File: src/rtl/act_weight_fetch_ctrlr.sv
// Streams activation and weight bytes from their SRAMs to the row-memory distributors,
// one or three passes per run, with the per-pass index riding alongside each byte.
module act_weight_fetch_ctrlr #(
  parameter int INPUT_BW         = 8,
  parameter int ACT_PER_CORE     = 11,
  parameter int WEIGHT_PER_CORE  = 9,
  parameter int ACT_SRAM_ADDR    = 13,
  parameter int WEIGHT_SRAM_ADDR = 11
) (
  input  logic                              clk,
  input  logic                              reset,
  input  logic                              start,
  output logic                              done,
  output logic                              cfg_err,
  input  logic [5:0]                        OC,
  input  logic [5:0]                        IMG_H,
  input  logic [5:0]                        IMG_W,
  input  logic [2:0]                        K,
  output logic                              act_sram_en,
  output logic [ACT_SRAM_ADDR-1:0]          act_sram_addr,
  input  logic signed [INPUT_BW-1:0]        act_sram_rdata,
  output logic                              weight_sram_en,
  output logic [WEIGHT_SRAM_ADDR-1:0]       weight_sram_addr,
  input  logic signed [INPUT_BW-1:0]        weight_sram_rdata,
  output logic signed [INPUT_BW-1:0]        act_row_mem_data,
  output logic [ACT_PER_CORE-1:0]           act_row_mem_addr,
  output logic signed [INPUT_BW-1:0]        weight_row_mem_data,
  output logic [WEIGHT_PER_CORE-1:0]        weight_row_mem_addr
);

  typedef enum logic [2:0] {
    IDLE  = 3'd0,
    CHECK = 3'd1,
    FETCH = 3'd2,
    DRAIN = 3'd3,
    HOLD  = 3'd4
  } state_t;

  state_t state_r, state_nxt_s;

  logic [6:0]  hin_s, win_s;
  logic [13:0] act_n_calc_s;
  logic [11:0] wgt_n_calc_s;
  logic        legal_calc_s;

  logic [13:0] act_n_r;
  logic [11:0] wgt_n_r;
  logic        legal_r;
  logic [1:0]  last_pass_r;
  logic [1:0]  pass_r;
  logic        drain_cnt_r;
  logic        all_issued_r;

  logic [ACT_SRAM_ADDR-1:0]    act_base_r;
  logic [WEIGHT_SRAM_ADDR-1:0] wgt_base_r;
  logic [ACT_PER_CORE-1:0]     act_idx_r;
  logic [WEIGHT_PER_CORE-1:0]  wgt_idx_r;

  logic                        s1_act_vld_r, s1_wgt_vld_r;
  logic [ACT_PER_CORE-1:0]     s1_act_idx_r;
  logic [WEIGHT_PER_CORE-1:0]  s1_wgt_idx_r;

  logic accept_s, go_s, cfg_err_s, done_s, fetch_s;
  logic a_last_s, w_last_s, pass_end_s, more_pass_s;

  // Geometry from the live config inputs; sized so no product can truncate.
  always_comb begin
    hin_s        = 7'(IMG_H) + 7'(K) - 7'd1;
    win_s        = 7'(IMG_W) + 7'(K) - 7'd1;
    act_n_calc_s = 14'(hin_s) * 14'(win_s);
    wgt_n_calc_s = 12'(K) * 12'(K) * 12'(OC);
    legal_calc_s = ((K == 3'd1) || (K == 3'd3) || (K == 3'd5)) &&
                   (OC != 6'd0) && (IMG_H != 6'd0) && (IMG_W != 6'd0) &&
                   (act_n_calc_s <= 14'd2047) && (wgt_n_calc_s <= 12'd511);
  end

  // FSM state register.
  always_ff @(posedge clk) begin
    if (reset) state_r <= IDLE;
    else       state_r <= state_nxt_s;
  end

  // FSM next-state; FETCH only ends once the last bytes have left the SRAM stage.
  always_comb begin
    state_nxt_s = state_r;
    case (state_r)
      IDLE:    state_nxt_s = start ? CHECK : IDLE;
      CHECK:   state_nxt_s = legal_r ? FETCH : IDLE;
      FETCH:   state_nxt_s = (all_issued_r && !s1_act_vld_r && !s1_wgt_vld_r) ? DRAIN : FETCH;
      DRAIN:   state_nxt_s = drain_cnt_r ? HOLD : DRAIN;
      HOLD:    state_nxt_s = start ? CHECK : HOLD;
      default: state_nxt_s = IDLE;
    endcase
  end

  // FSM outputs.
  always_comb begin
    accept_s  = 1'b0;
    go_s      = 1'b0;
    cfg_err_s = 1'b0;
    done_s    = 1'b0;
    fetch_s   = 1'b0;
    case (state_r)
      IDLE:    accept_s = start;
      CHECK:   begin
        go_s      = legal_r;
        cfg_err_s = !legal_r;
      end
      FETCH:   fetch_s = 1'b1;
      DRAIN:   done_s = drain_cnt_r;
      HOLD:    accept_s = start;
      default: accept_s = 1'b0;
    endcase
  end

  // Per-stream end-of-pass detection.
  always_comb begin
    a_last_s    = act_sram_en && (act_idx_r == ACT_PER_CORE'(act_n_r - 14'd1));
    w_last_s    = weight_sram_en && (wgt_idx_r == WEIGHT_PER_CORE'(wgt_n_r - 12'd1));
    pass_end_s  = (a_last_s || !act_sram_en) && (w_last_s || !weight_sram_en);
    more_pass_s = (pass_r != last_pass_r);
  end

  // Config latch and pulse outputs.
  always_ff @(posedge clk) begin
    if (reset) begin
      act_n_r     <= 14'd0;
      wgt_n_r     <= 12'd0;
      legal_r     <= 1'b0;
      last_pass_r <= 2'd0;
      drain_cnt_r <= 1'b0;
      done        <= 1'b0;
      cfg_err     <= 1'b0;
    end else begin
      if (accept_s) begin
        act_n_r     <= act_n_calc_s;
        wgt_n_r     <= wgt_n_calc_s;
        legal_r     <= legal_calc_s;
        last_pass_r <= (K == 3'd3) ? 2'd0 : 2'd2;
      end
      drain_cnt_r <= (state_r == DRAIN) ? !drain_cnt_r : 1'b0;
      done        <= done_s;
      cfg_err     <= cfg_err_s;
    end
  end

  // Issue stage: a finished stream parks its index at the count until the pass ends.
  always_ff @(posedge clk) begin
    if (reset) begin
      act_sram_en      <= 1'b0;
      weight_sram_en   <= 1'b0;
      act_sram_addr    <= '0;
      weight_sram_addr <= '0;
      act_base_r       <= '0;
      wgt_base_r       <= '0;
      act_idx_r        <= '0;
      wgt_idx_r        <= '0;
      pass_r           <= 2'd0;
      all_issued_r     <= 1'b0;
    end else if (go_s) begin
      act_sram_en      <= 1'b1;
      weight_sram_en   <= 1'b1;
      act_sram_addr    <= '0;
      weight_sram_addr <= '0;
      act_base_r       <= '0;
      wgt_base_r       <= '0;
      act_idx_r        <= '0;
      wgt_idx_r        <= '0;
      pass_r           <= 2'd0;
      all_issued_r     <= 1'b0;
    end else if (fetch_s && pass_end_s && more_pass_s) begin
      pass_r           <= pass_r + 2'd1;
      act_base_r       <= act_base_r + ACT_SRAM_ADDR'(act_n_r);
      wgt_base_r       <= wgt_base_r + WEIGHT_SRAM_ADDR'(wgt_n_r);
      act_sram_addr    <= act_base_r + ACT_SRAM_ADDR'(act_n_r);
      weight_sram_addr <= wgt_base_r + WEIGHT_SRAM_ADDR'(wgt_n_r);
      act_sram_en      <= 1'b1;
      weight_sram_en   <= 1'b1;
      act_idx_r        <= '0;
      wgt_idx_r        <= '0;
    end else if (fetch_s) begin
      if (act_sram_en) begin
        act_idx_r   <= act_idx_r + ACT_PER_CORE'(1'b1);
        act_sram_en <= !a_last_s;
        if (!a_last_s) act_sram_addr <= act_sram_addr + ACT_SRAM_ADDR'(1'b1);
      end
      if (weight_sram_en) begin
        wgt_idx_r      <= wgt_idx_r + WEIGHT_PER_CORE'(1'b1);
        weight_sram_en <= !w_last_s;
        if (!w_last_s) weight_sram_addr <= weight_sram_addr + WEIGHT_SRAM_ADDR'(1'b1);
      end
      if (pass_end_s) all_issued_r <= 1'b1;
    end else if (accept_s) begin
      act_idx_r <= '0;
      wgt_idx_r <= '0;
    end
  end

  // SRAM-latency stage carries valid and index beside the read data.
  always_ff @(posedge clk) begin
    if (reset || accept_s) begin
      s1_act_vld_r <= 1'b0;
      s1_wgt_vld_r <= 1'b0;
      s1_act_idx_r <= '0;
      s1_wgt_idx_r <= '0;
    end else begin
      s1_act_vld_r <= act_sram_en;
      s1_wgt_vld_r <= weight_sram_en;
      s1_act_idx_r <= act_idx_r;
      s1_wgt_idx_r <= wgt_idx_r;
    end
  end

  // Output register; data only moves on a valid read, addresses clear on a new start.
  always_ff @(posedge clk) begin
    if (reset) begin
      act_row_mem_data    <= '0;
      weight_row_mem_data <= '0;
      act_row_mem_addr    <= '0;
      weight_row_mem_addr <= '0;
    end else if (accept_s) begin
      act_row_mem_addr    <= '0;
      weight_row_mem_addr <= '0;
    end else begin
      act_row_mem_addr    <= s1_act_idx_r;
      weight_row_mem_addr <= s1_wgt_idx_r;
      if (s1_act_vld_r) act_row_mem_data <= act_sram_rdata;
      if (s1_wgt_vld_r) weight_row_mem_data <= weight_sram_rdata;
    end
  end

endmodule

File: config.mk
export PLATFORM = sky130hd
export DESIGN_NAME = act_weight_fetch_ctrlr
export DESIGN_NICKNAME = d
export VERILOG_FILES = /design/src/rtl/act_weight_fetch_ctrlr.sv
export SDC_FILE = /design/constraint.sdc
export NUM_CORES = 1
export LEC_CHECK = 0
export CELL_PAD_IN_SITES_DETAIL_PLACEMENT = 1
export CELL_PAD_IN_SITES_GLOBAL_PLACEMENT = 1
export CORE_UTILIZATION = 40
export CTS_CLUSTER_DIAMETER = 30
export DETAILED_ROUTE_END_ITERATION = 8
export GPL_TIMING_DRIVEN = 0
export PLACE_DENSITY = 0.76
export SETUP_SLACK_MARGIN = 0.5
export SYNTH_ARGS = -nofsm -noshare
export SYNTH_HDL_FRONTEND = slang
export SYNTH_SLANG_ARGS = --single-unit
File: constraint.sdc
create_clock -name clk -period 10.8 [get_ports clk]
set_clock_uncertainty 0.15 [all_clocks]
set_input_delay 3.24 -clock clk [delete_from_list [all_inputs] [get_ports clk]]
set_output_delay 3.24 -clock clk [all_outputs]
set_load 0.02 [all_outputs]
# == Word-level counts from Yosys, hierarchy flattened ==
# Index checks and enable logic that the tools add are counted.
# totals
ff_bits,164
inputBits,40
# classes
n_addsub,13
mul,3
n_lt_le_gt_ge,2
n_eq_ne,14
n_mux,32
bitwise_logic,4
n_reduce_logical,47
# ops
operator,n
11-bit 2-to-1 mux,7
13-bit 2-to-1 mux,4
9-bit 2-to-1 mux,3
11-bit by 1-bit adder with 11-bit output (second input constant),2
6-bit nonzero test,3
3-bit one-hot mux with 5 select lines,1
6-bit by 3-bit adder with 7-bit output,2
14-bit by 11-bit <= comparator with 1-bit output (second input constant),1
7-bit by 7-bit multiplier with 14-bit output,1
7-bit by 1-bit subtractor with 7-bit output (second input constant),2
13-bit by 1-bit adder with 13-bit output (second input constant),1
13-bit adder,1
1-bit 2-to-1 mux,13
12-bit by 9-bit <= comparator with 1-bit output (second input constant),1
1-bit logical AND,12
6-bit by 6-bit multiplier with 12-bit output,1
11-bit adder,1
11-bit equality test,1
11-bit by 1-bit subtractor with 11-bit output (second input constant),1
2-bit OR reduction,5
9-bit by 1-bit adder with 9-bit output (second input constant),1
3-bit by 2-bit equality test with 1-bit output (second input constant),3
9-bit equality test,1
3-bit AND reduction,3
18 further kinds,44

# == Logic depth before layout (Yosys ltp) ==
# depth
ltp_word,9
ltp_mapped,29
mapped_depth_nobuf,28

# == Least setup slack after synthesis ==
# No wires, ideal clock.
# synth_timing
path_kind,input -> register
startpoint,input port K[2]
endpoint,register legal_r
arrival_time_ns,9.338
t_required_ns,10.591
path_slack_ns,1.253
cell_stages,29
cell_sequence,clkbuf_1 -> inv_1 -> ha_1 -> inv_1 -> ha_1 -> a21o_1 -> a21oi_1 -> inv_1 -> a21oi_1 -> nor2_1 -> nor2_1 -> xnor2_1 -> or2_2 -> fa_1 -> fa_1 -> inv_1 -> fa_1 -> inv_1 -> fa_1 -> inv_1 -> ha_1 -> nand2_1 -> a21boi_0 -> a41o_1 -> o41ai_1 -> o21ai_0 -> xor2_1 -> nor4_1 -> a22o_1
# synth_between
elab_chain_len,8
elab_cells_between_ends,19
# synth_lines
element,line,text
from (decl),18,"input logic [2:0] K,"
branches (longest 7 deep; another with 7-bit by 7-bit multiplier with 14-bit output),n/a,
1-bit logical AND *,74,(act_n_calc_s <= 14'd2047) && (wgt_n_calc_s <= 12'd511);
to (signal assigned),138,legal_r <= legal_calc_s;
to (decl),48,logic legal_r;
# Mark *: on every way between the ends.
# A chain may end at the register's enable or synchronous reset.

# == Worst setup path after layout ==
# layout_timing
startpoint,input port K[1]
endpoint,register legal_r
# The elaborated chain is that of the path after synthesis.

==> out/results.tsv <==
stage	metric	value	unit
logic_synthesis	synth_top_area_frac	0.304	
clock_network	cts_setup_buffers	0	
sta	slew_headroom	0.396	
global_route	grt_max_degree	23	
critical_path	cp_slowest_cell	fa_1	
critical_path	crit_top_cell	inv_1	
power	leakage	5.60	nW
clock_network	cts_buffers	17	
job	cap_violations	0	
sta	post-route-period-util	0.897	
placement	portBuffers	101	
critical_path	endpoint_kind	flip-flop	
sta	rsz0062_at_grt	false	
power	vdd_drop_max	0.000162	V
layout	areaGrowthSynthToFinish	19.6	%
die	die_width	166	um
sta	setup_viol	0	
logic_synthesis	synth_area_leaders	dfxtp_1 30%, ha_1 12%, fa_1 7.5%	
critical_path	worstRegToRegCells	11	
placement	place_area	12200	um^2
global_route	grt_overflow	0	
critical_path	critPathRequiredTime	11.04	ns
sta	slew_violations	0	
sta	max_freq	0.103	GHz
sta	tightest_slew	0.903	ns
global_route	antenna_found_initial	1	
routing	drt_iter0_markers	403	
logic_synthesis	synth-edff-count	0	
die	core	26200	um^2
critical_path	cp_data_arrival_time	9.93	ns
critical_path	start_kind	input port	
clock_network	clk_pin_slew	0.08	ns
routing	num_vias	9440	
outcome	failed_checks	DRC	
global_route	track_usage	0.229	
routing	wl	30.3	mm
power	p_per_area	186	nW/um^2
logic_synthesis	syn_area_per_cell	8.22	um^2
sta	final.min_clock_period	9.69	ns
sta	timing.setup.tns	0	ns
placement	hpwl	23.4	mm
die	io_pins	104	
clock_network	cts_root_buf	clkbuf_16	
critical_path	cp_num_buf_inv	7	
placement	place_congestion	0.829	
die	start_util	0.410	
clock_network	clkSinkCount	163	
die	dieArea	27500	um^2
critical_path	crit_fanout	7	
routing	dr.pass1.iters	7	
critical_path	criticalPathCategory	input port to flip-flop	
min_path	min_path_type	flip-flop to flip-flop	
logic_synthesis	async_flop_share	0	
logic_synthesis	seq_area_frac_synth	0.304	
critical_path	critPathTopFamily	adder cells	
outcome	outcome	finished, violations left	
layout	nFillCells	3133	
clock_network	htreeDepth	4	
layout	layout_commonest_cell	nand2_1	
routing	ant_nets	0	
logic_synthesis	ys.flop_type	dfxtp_1	
clock_network	clk_latency	0.45	ns
die	fp.dieH	166	um
clock_network	cts_resized	0	
global_route	grt_pass1_vias	10100	
logic_synthesis	synthCells	1308	
logic_synthesis	synth_cell_types	67	
global_route	grt_pass1_wl	51.0	mm
layout	layout_common_cells	172 x nand2_1, 163 x dfxtp_1, 134 x nor2_1, 115 x a21oi_1, 114 x inv_1	
layout	stdcell_area	12900	um^2
logic_synthesis	synth.cell_area	10700	um^2
sta	fin_hold_ws	0.280	ns
routing	vias_per_cell	5.31	
routing	wire_per_inst	17.1	um
logic_synthesis	yosys_warnings	0	
sta	finalHoldViolations	0	
routing	drc	14	
critical_path	cp_num_cells	29	
layout	final_layout_size_suffix_gt1_frac	0.0527	
logic_synthesis	syn_nets	1488	
clock_network	cts_hold_buf	0	
logic_synthesis	ys_ff_latch	163	
logic_synthesis	yosys.area.top_type	dfxtp_1	
die	fp-row-count	59	
clock_network	clockBufferDepth	2	
critical_path	critPathMaxStageDelay	0.55	ns
min_path	min_path_cells	1	
layout	nets	1608	
clock_network	cts_tree	done	
==> path summary, 6_finish.rpt <==
| kind | start | endpoint | slack, ns |
|---|---|---|---|
| max reg2reg | wgt_n_r[0]$_SDFFE_PP0P_ | pass_r[0]$_SDFFE_PP0P_ | 7.09 |
| min reg2reg | s1_wgt_idx_r[1]$_SDFF_PP0_ | weight_row_mem_addr[1]$_SDFF_PP0_ | 0.28 |
| min | s1_wgt_idx_r[1]$_SDFF_PP0_ | weight_row_mem_addr[1]$_SDFF_PP0_ | 0.28 |
| max | K[1] | legal_r$_SDFFE_PP0P_ | 1.11 |
==> report_power, final <==
| group | total, W | internal, W | switching (W) |
|---|---|---|---|
| clock network | 0.000660 | 0.000328 | 0.000332 |
| logic | 0.00107 | 0.000467 | 0.000607 |
| registers | 0.000660 | 0.000622 | 0.0000383 |
==> synth_stat cells (all sizes together) (11+ instances only) <==
cell type,count
nand3,46
a21o,11
inv,115
o22ai,17
buf,13
nand2b,13
nor3,26
clkbuf,33
xor2,40
ha,100
a21oi,115
and3,15
o21ai,13
or2,16
and2,55
xnor2,49
mux2i,18
dfxtp,163
nand2,172
nor2,134
fa,40
==> registers in the layout (all words and copies together), names as in the netlist, 2 cells and up <==
signal	cells
act_row_mem_data	8
act_idx_r	11
act_sram_addr	13
s1_act_idx_r	11
pass_r	2
weight_row_mem_addr	9
wgt_idx_r	9
weight_sram_addr	11
wgt_base_r	11
wgt_n_r	11
act_row_mem_addr	11
act_n_r	13
state_r	3
weight_row_mem_data	8
act_base_r	13
s1_wgt_idx_r	9
==> cell type report <==
| class | count | area (um^2) | share of cell area |
|---|---|---|---|
| Multi-Input combinational cell | 984 | 6860 | 0.534 |
| Sequential cell | 163 | 3260 | 0.254 |
| Timing Repair Buffer | 101 | 1010 | 0.0786 |
| Inverter | 115 | 432 | 0.0336 |
| Clock buffer | 17 | 425 | 0.0331 |
| Tap cell | 335 | 419 | 0.0326 |
| Clock inverter | 15 | 231 | 0.0180 |
| Buffer | 46 | 214 | 0.0166 |
| Antenna cell | 1 | 2.50 | 0.000195 |
==> metal layers <==
layer / wire, um / track usage
met1: 14100 / 0.288
met2: 14700 / 0.401
met3: 971 / 0.0405
met4: 552 / 0.0658
met5: 0 / 0
==> cell families (layout without fill, tap and decap cells) <==
| family | Yosys count | in the layout | share of synthesized area |
|---|---|---|---|
| AND/OR/NAND/NOR | 522 | 522 | 0.232 |
| AO/OA/AOI/OAI | 215 | 215 | 0.124 |
| flip-flops | 163 | 163 | 0.304 |
| buffers and inverters | 161 | 294 | 0.0600 |
| adder cells (fa/ha/maj) | 140 | 140 | 0.191 |
| XOR/XNOR | 89 | 89 | 0.0725 |
| multiplexers | 18 | 18 | 0.0168 |
| other | 0 | 1 | 0 |
==> per-stage QoR <==
stage / setup slack [ns] / instances / total power, W / util
finish: 1.11 / 1777 / 0.00240 / 0.491
global route: 0.553 / 1776 / 0.00261 / 0.491
CTS: 0.642 / 1776 / 0.00241 / 0.490
detailed placement: 0.192 / 1744 / 0.00174 / 0.465
global placement: 0.292 / 1744 / 0.00171 / 0.465
floorplan: 1.25 / 1308 / 0.00149 / -
Power figures use the tool's default switching activity.
==> RTL edit 1 (same settings) <==
Change the parameter `ACT_PER_CORE` from 11 to 13.
--- a/src/rtl/act_weight_fetch_ctrlr.sv
+++ b/src/rtl/act_weight_fetch_ctrlr.sv
@@ -4,3 +4,3 @@
   parameter int INPUT_BW         = 8,
-  parameter int ACT_PER_CORE     = 11,
+  parameter int ACT_PER_CORE     = 13,
   parameter int WEIGHT_PER_CORE  = 9,
Ports: changed (resized act_row_mem_addr); port bits go from 104 to 106. No check against the original RTL was run, so the function may have changed too.
==> RTL edit 1 against the unedited design <==
  * Sequential share of layout area shrank 0.054 points
  * Setup slack improved by 58 ps
  * Cell area is 3.9% higher
  * Synthesized area increased by 4.3%
  * Wire length up 3.2%
  * Largest power group unchanged
  * Total power grew 2.8%
  * Die area grew 4.3%
  * Global-route usage is essentially flat
  * Sequential cell count rose by 6
==> RTL edit 1: results (changes against the unedited design) <==
status=completed; number of global-route vias before repair=10400 (+3.5%); Placed Area=12700 um^2 (+4.3%); Max IR drop VDD=134 uV (-17%); Hold WC Path Type=reg -> reg; via count=9798 (+3.8%); warnings from Yosys=0 (unchanged); worst r2r src=act_n_r[1]; first-pass GRT wire length=52500 um (+2.9%); asr flop ratio synth=0% (unchanged); diode count=0 (-1); # fillers=3267 (+4.3%); CP peak stage delay=620 ps (+70 ps); Synth cell types=70 (+4.5%); # port buffers=103 (+2.0%); Final #Nets=1650 (+2.6%); hold worst-path end=act_row_mem_addr[7]; Clk pin slew, worst setup/hold paths=80 ps (about the same); Clock Root Buffer=clkbuf_16; routed len/inst=16.9 um (-1.1%); initial antenna violation count=0 (-1); Critical Path AT=9860 ps (-70 ps); Synth Flop Type=dfxtp_1; overall routing resource usage=23.0% (+0.047 points); largest net degree at the start of global routing=23 (unchanged); top post-synthesis cells by area=dfxtp_1 (30%), ha_1 (11%), fa_1 (7.1%); share of cells above drive strength 1=5.06% (-0.22 points); leakage=5.64 nW (+0.67%); slowest CP cell=clkdlybuf4s50_1; Slew HR=29.9% (-9.7 points); Post-synth top cells=nand2_1 (172), dfxtp_1 (169), inv_1 (115); drt pass-1 iters=4 (-3); Worst Path Max Fanout=9 (+2); GPL Wtd Cong=0.843 (+1.7%); Synthesized Nets=1528 (+2.7%); register area share after synthesis=30.2% (-0.18 points); cell-internal power=1.45 mW (+2.5%); DP HPWL=24600 um (+5.2%); Iter 0 DRT Violations=395 (-2.0%); R2R Setup Slk=6890 ps (-200 ps); Critical path origin=K[0]; Worst Min Path Start=s1_act_idx_r[7]; FF-to-FF End=act_sram_addr[8]
RTL edit 1: cell count changes after synthesis, moves of 9 or more:
cell,before,now
nor2_1,134,95
nor2b_1,6,25
and2_1,53,63
xnor2_1,49,59
xor2_1,40,31
RTL edit 1: cell families (layout without fill, tap and decap cells):
| group | count (synthesis) | in the layout | synth area share, % |
|---|---|---|---|
| AOI/OAI and AO/OA | 239 | 239 | 13.3 |
| buffers and inverters | 167 | 302 | 5.98 |
| xor gates and xnor gates | 91 | 91 | 7.23 |
| DFF | 169 | 169 | 30.2 |
| and+or+nand+nor | 520 | 520 | 23.1 |
| adders and majority gates | 140 | 140 | 18.3 |
| muxes | 22 | 22 | 1.98 |
RTL edit 1: stage by stage:
step / util [%] / hold WS (ps) / worst slack [ps] / instances
after detailed placement: 46.6 / 264 / 740 / 1823
after CTS: 49.0 / 284 / 1190 / 1855
after floorplan: - / 256 / 1680 / 1348
after global placement: 46.6 / 257 / 874 / 1823
after global routing: 49.0 / 294 / 641 / 1855
final: 49.0 / 276 / 1170 / 1855
RTL edit 1: area by class of cell:
cell class                      instances  area [um^2]  area share (%)
Buffer                                 52          239            1.79
Timing Repair Buffer                  103         1030            7.72
Tap cell                              372          465            3.48
Clock buffer                           17          425            3.18
Multi-Input combinational cell       1012         7160            53.6
Inverter                              115          432            3.23
Clock inverter                         15          228            1.70
Sequential cell                       169         3380            25.3
RTL edit 1: worst max path at each step:
stage | to | slack [ps] | depth (start not counted)
after detailed placement | legal_r | 740 | 27
after global placement | legal_r | 870 | 27
after CTS | legal_r | 1190 | 27
after global routing | legal_r | 640 | 27
final | legal_r | 1170 | 27
after floorplan | act_n_r[12] | 1680 | 28
RTL edit 1: layer usage:
| layer | share of wire [%] | GRT usage, % | vias to the layer above |
|---|---|---|---|
| met3 | 3.5 | 3.61 | 37 |
| met2 | 49 | 40.7 | 158 |
| met1 | 46 | 28.9 | 4813 |
| li1 | - | - | 4790 |
| met5 | 0 | 0 | - |
| met4 | 1.5 | 6.11 | 0 |
RTL edit 1: critical path, delay by kind of cell:
| family | cells | cell delay, ps |
|---|---|---|
| AOI/OAI and AO/OA | 7 | 1300 |
| xor gates and xnor gates | 1 | 480 |
| adders and majority gates | 8 | 3230 |
| buffers and inverters | 9 | 1280 |
| and+or+nand+nor | 2 | 340 |
RTL edit 1: power by group through the flow:
| stage | combinational [mW] | clock (mW) | sequential (mW) |
|---|---|---|---|
| 2_1_floorplan | 0.872 | 0 | 0.683 |
| 3_3_place_gp | 1.09 | 0 | 0.699 |
| 3_5_place_dp | 1.11 | 0 | 0.700 |
| 4_1_cts | 1.13 | 0.670 | 0.685 |
| 5_1_grt | 1.29 | 0.698 | 0.687 |
| 6_report | 1.12 | 0.661 | 0.684 |
==> RTL edit 2 (same flow settings) <==
Without the edit above. The 5 states of `state_t` get a one-hot encoding in 5 bits.
--- a/src/rtl/act_weight_fetch_ctrlr.sv
+++ b/src/rtl/act_weight_fetch_ctrlr.sv
@@ -30,8 +30,8 @@
 
-  typedef enum logic [2:0] {
-    IDLE  = 3'd0,
-    CHECK = 3'd1,
-    FETCH = 3'd2,
-    DRAIN = 3'd3,
-    HOLD  = 3'd4
+  typedef enum logic [4:0] {
+    IDLE  = 5'b00001,
+    CHECK = 5'b00010,
+    FETCH = 5'b00100,
+    DRAIN = 5'b01000,
+    HOLD  = 5'b10000
   } state_t;
Function: same outputs for any inputs over 4 cycles, from zero or initial values and one cycle with reset high; so few cycles prove little.
==> RTL edit 2 against the unedited design <==
  * Total power down 0.99%
  * Setup slack worse by 210 ps
  * Hold slack worse by 2.3 ps
  * Cell area up 0.73%
  * Sequential cell count up 2
  * Cell count up 0.96%
  * Critical endpoint unchanged
  * Count of clock-buffer cells in the layout unchanged
  * First-iteration DRC count down 35%
  * Largest power group unchanged
  * Wire length up 2.7%
  * Synthesized cell count up 0.84%
  * Largest cell class unchanged
  * Synthesized area up 1.3%
  * Maximum frequency down 2.1%
==> RTL edit 2: results (changes against the unedited design) <==
status=completed; DP HPWL=24500 um (+4.8%); setup repair bufs after CTS=0 (unchanged); Hold WC Path Type=reg -> reg; H-tree Lvls=4 (unchanged); leakage=5.44 nW (-2.8%); diode count=0 (-1); proportion of synthesized area in mux cells=2.13% (+0.45 points); post-synthesis adder-cell area fraction=18.9% (-0.24 points); warnings from Yosys=0 (unchanged); Critical Path AT=10140 ps (+210 ps); Max clock buf depth=2 (unchanged); crit-path leading delay family=adder cells; Post-synth top cells=dfxtp_1 (165), nand2_1 (144), nor2_1 (129); Synth Flop Type=dfxtp_1; Setup WS pre-CTS=-170 ps (-363 ps); Clock Root Buffer=clkbuf_16; Max Fclk=101 MHz (-2.1%); FF-to-FF End=act_sram_addr[5]; number of global-route vias before repair=10200 (+0.72%); Synth Area in XOR/XNOR=5.95% (-1.3 points); Max IR drop VDD=149 uV (-8.1%); top cell type by total area after synthesis=dfxtp_1; Clk pin slew, worst setup/hold paths=70 ps; share of cells above drive strength 1=4.89% (-0.39 points); drt pass-1 iters=4 (-3); register area share after synthesis=30.3% (about the same); initial antenna violation count=0 (-1); Synth Area in Compound Gates=14.5% (+2.1 points); Detailed Route WL=31100 um (+2.7%); Synth cell types=65 (-3.0%); CP peak stage delay=570 ps (+20 ps); largest net degree at the start of global routing=18 (-22%); via count=9619 (+1.9%); cts bufs inserted=17 (unchanged); biggest regs=act_base_r x13, act_n_r x13, act_sram_addr x13; slowest CP cell=xnor2_1; # fillers=3212 (+2.5%); cts repair resizes=3 (+3); Worst Path Max Fanout=7 (unchanged); worst r2r src=wgt_n_r[1]; Setup crit end=legal_r; # port buffers=102 (+0.99%); first-pass GRT wire length=51700 um (+1.3%); asr flop ratio synth=0% (unchanged); Skew-Pair Late Insertion Delay=440 ps; Critical path origin=K[1]; top post-synthesis cells by area=dfxtp_1 (30%), ha_1 (11%), fa_1 (7.4%); reg2reg path depth=12 (+1); Final #Nets=1620 (+0.75%); Least-Margin Pin Slew=965 ps (+62.5 ps); Synthesized Nets=1499 (+0.74%); GPL Wtd Cong=0.850 (+2.6%); R2R Setup Slk=6900 ps (-190 ps); Placed Area=12300 um^2 (+1.2%); overall routing resource usage=23.1% (+0.14 points); residual DRC count=0 (-14); Iter 0 DRT Violations=263 (-35%)
==> RTL edit 2: changes by cell type after synthesis, moves of 9 or more <==
cell,unedited run,this run
a31oi_1,5,21
nand2_1,172,144
o22ai_1,17,7
or3_1,5,14
xor2_1,40,30
==> RTL edit 2: stage by stage <==
step | utilization [%] | std cells | hold slack, ps
global placement | 46.0 | 1762 | 258
floorplan | - | 1319 | 256
global route | 48.3 | 1794 | 297
finish | 48.3 | 1794 | 278
CTS | 48.3 | 1794 | 280
detailed placement | 46.0 | 1762 | 264
==> RTL edit 2: worst min-delay path by stage <==
stage	from	endpoint	slack [ps]	cells past startpoint
2_1_floorplan	s1_act_idx_r[0]	act_row_mem_addr[0]	260	1
3_3_place_gp	s1_wgt_idx_r[6]	weight_row_mem_addr[6]	260	1
3_5_place_dp	s1_act_idx_r[2]	act_row_mem_addr[2]	260	1
4_1_cts	s1_act_idx_r[2]	act_row_mem_addr[2]	280	1
5_1_grt	s1_wgt_idx_r[5]	weight_row_mem_addr[5]	300	1
6_report	s1_wgt_idx_r[8]	weight_row_mem_addr[8]	280	1
==> RTL edit 2: power breakdown <==
part	leakage, nW	total (mW)	switching (mW)	internal [mW]
sequential	1.33	0.659	0.0323	0.627
clock	0.291	0.613	0.284	0.328
combinational	3.82	1.10	0.622	0.477
==> RTL edit 2: metal layers <==
metal / share of wire (%) / up-vias / global-route usage, %
li1: - / 4723 / -
met1: 44 / 4722 / 27.8
met2: 52 / 141 / 43.3
met3: 2.5 / 33 / 2.35
met4: 1.4 / 0 / 6.08
met5: 0 / - / 0
==> RTL edit 2: final cells by class <==
class                   count  share of cell area (%)
inverters                 121                    3.51
plain buffers              47                    1.50
repair buffers            102                    7.84
well taps                 341                    3.29
multi-input cells         986                    53.8
clock buffers              17                    3.28
clock inverters            15                    1.24
flip-flops and latches    165                    25.5
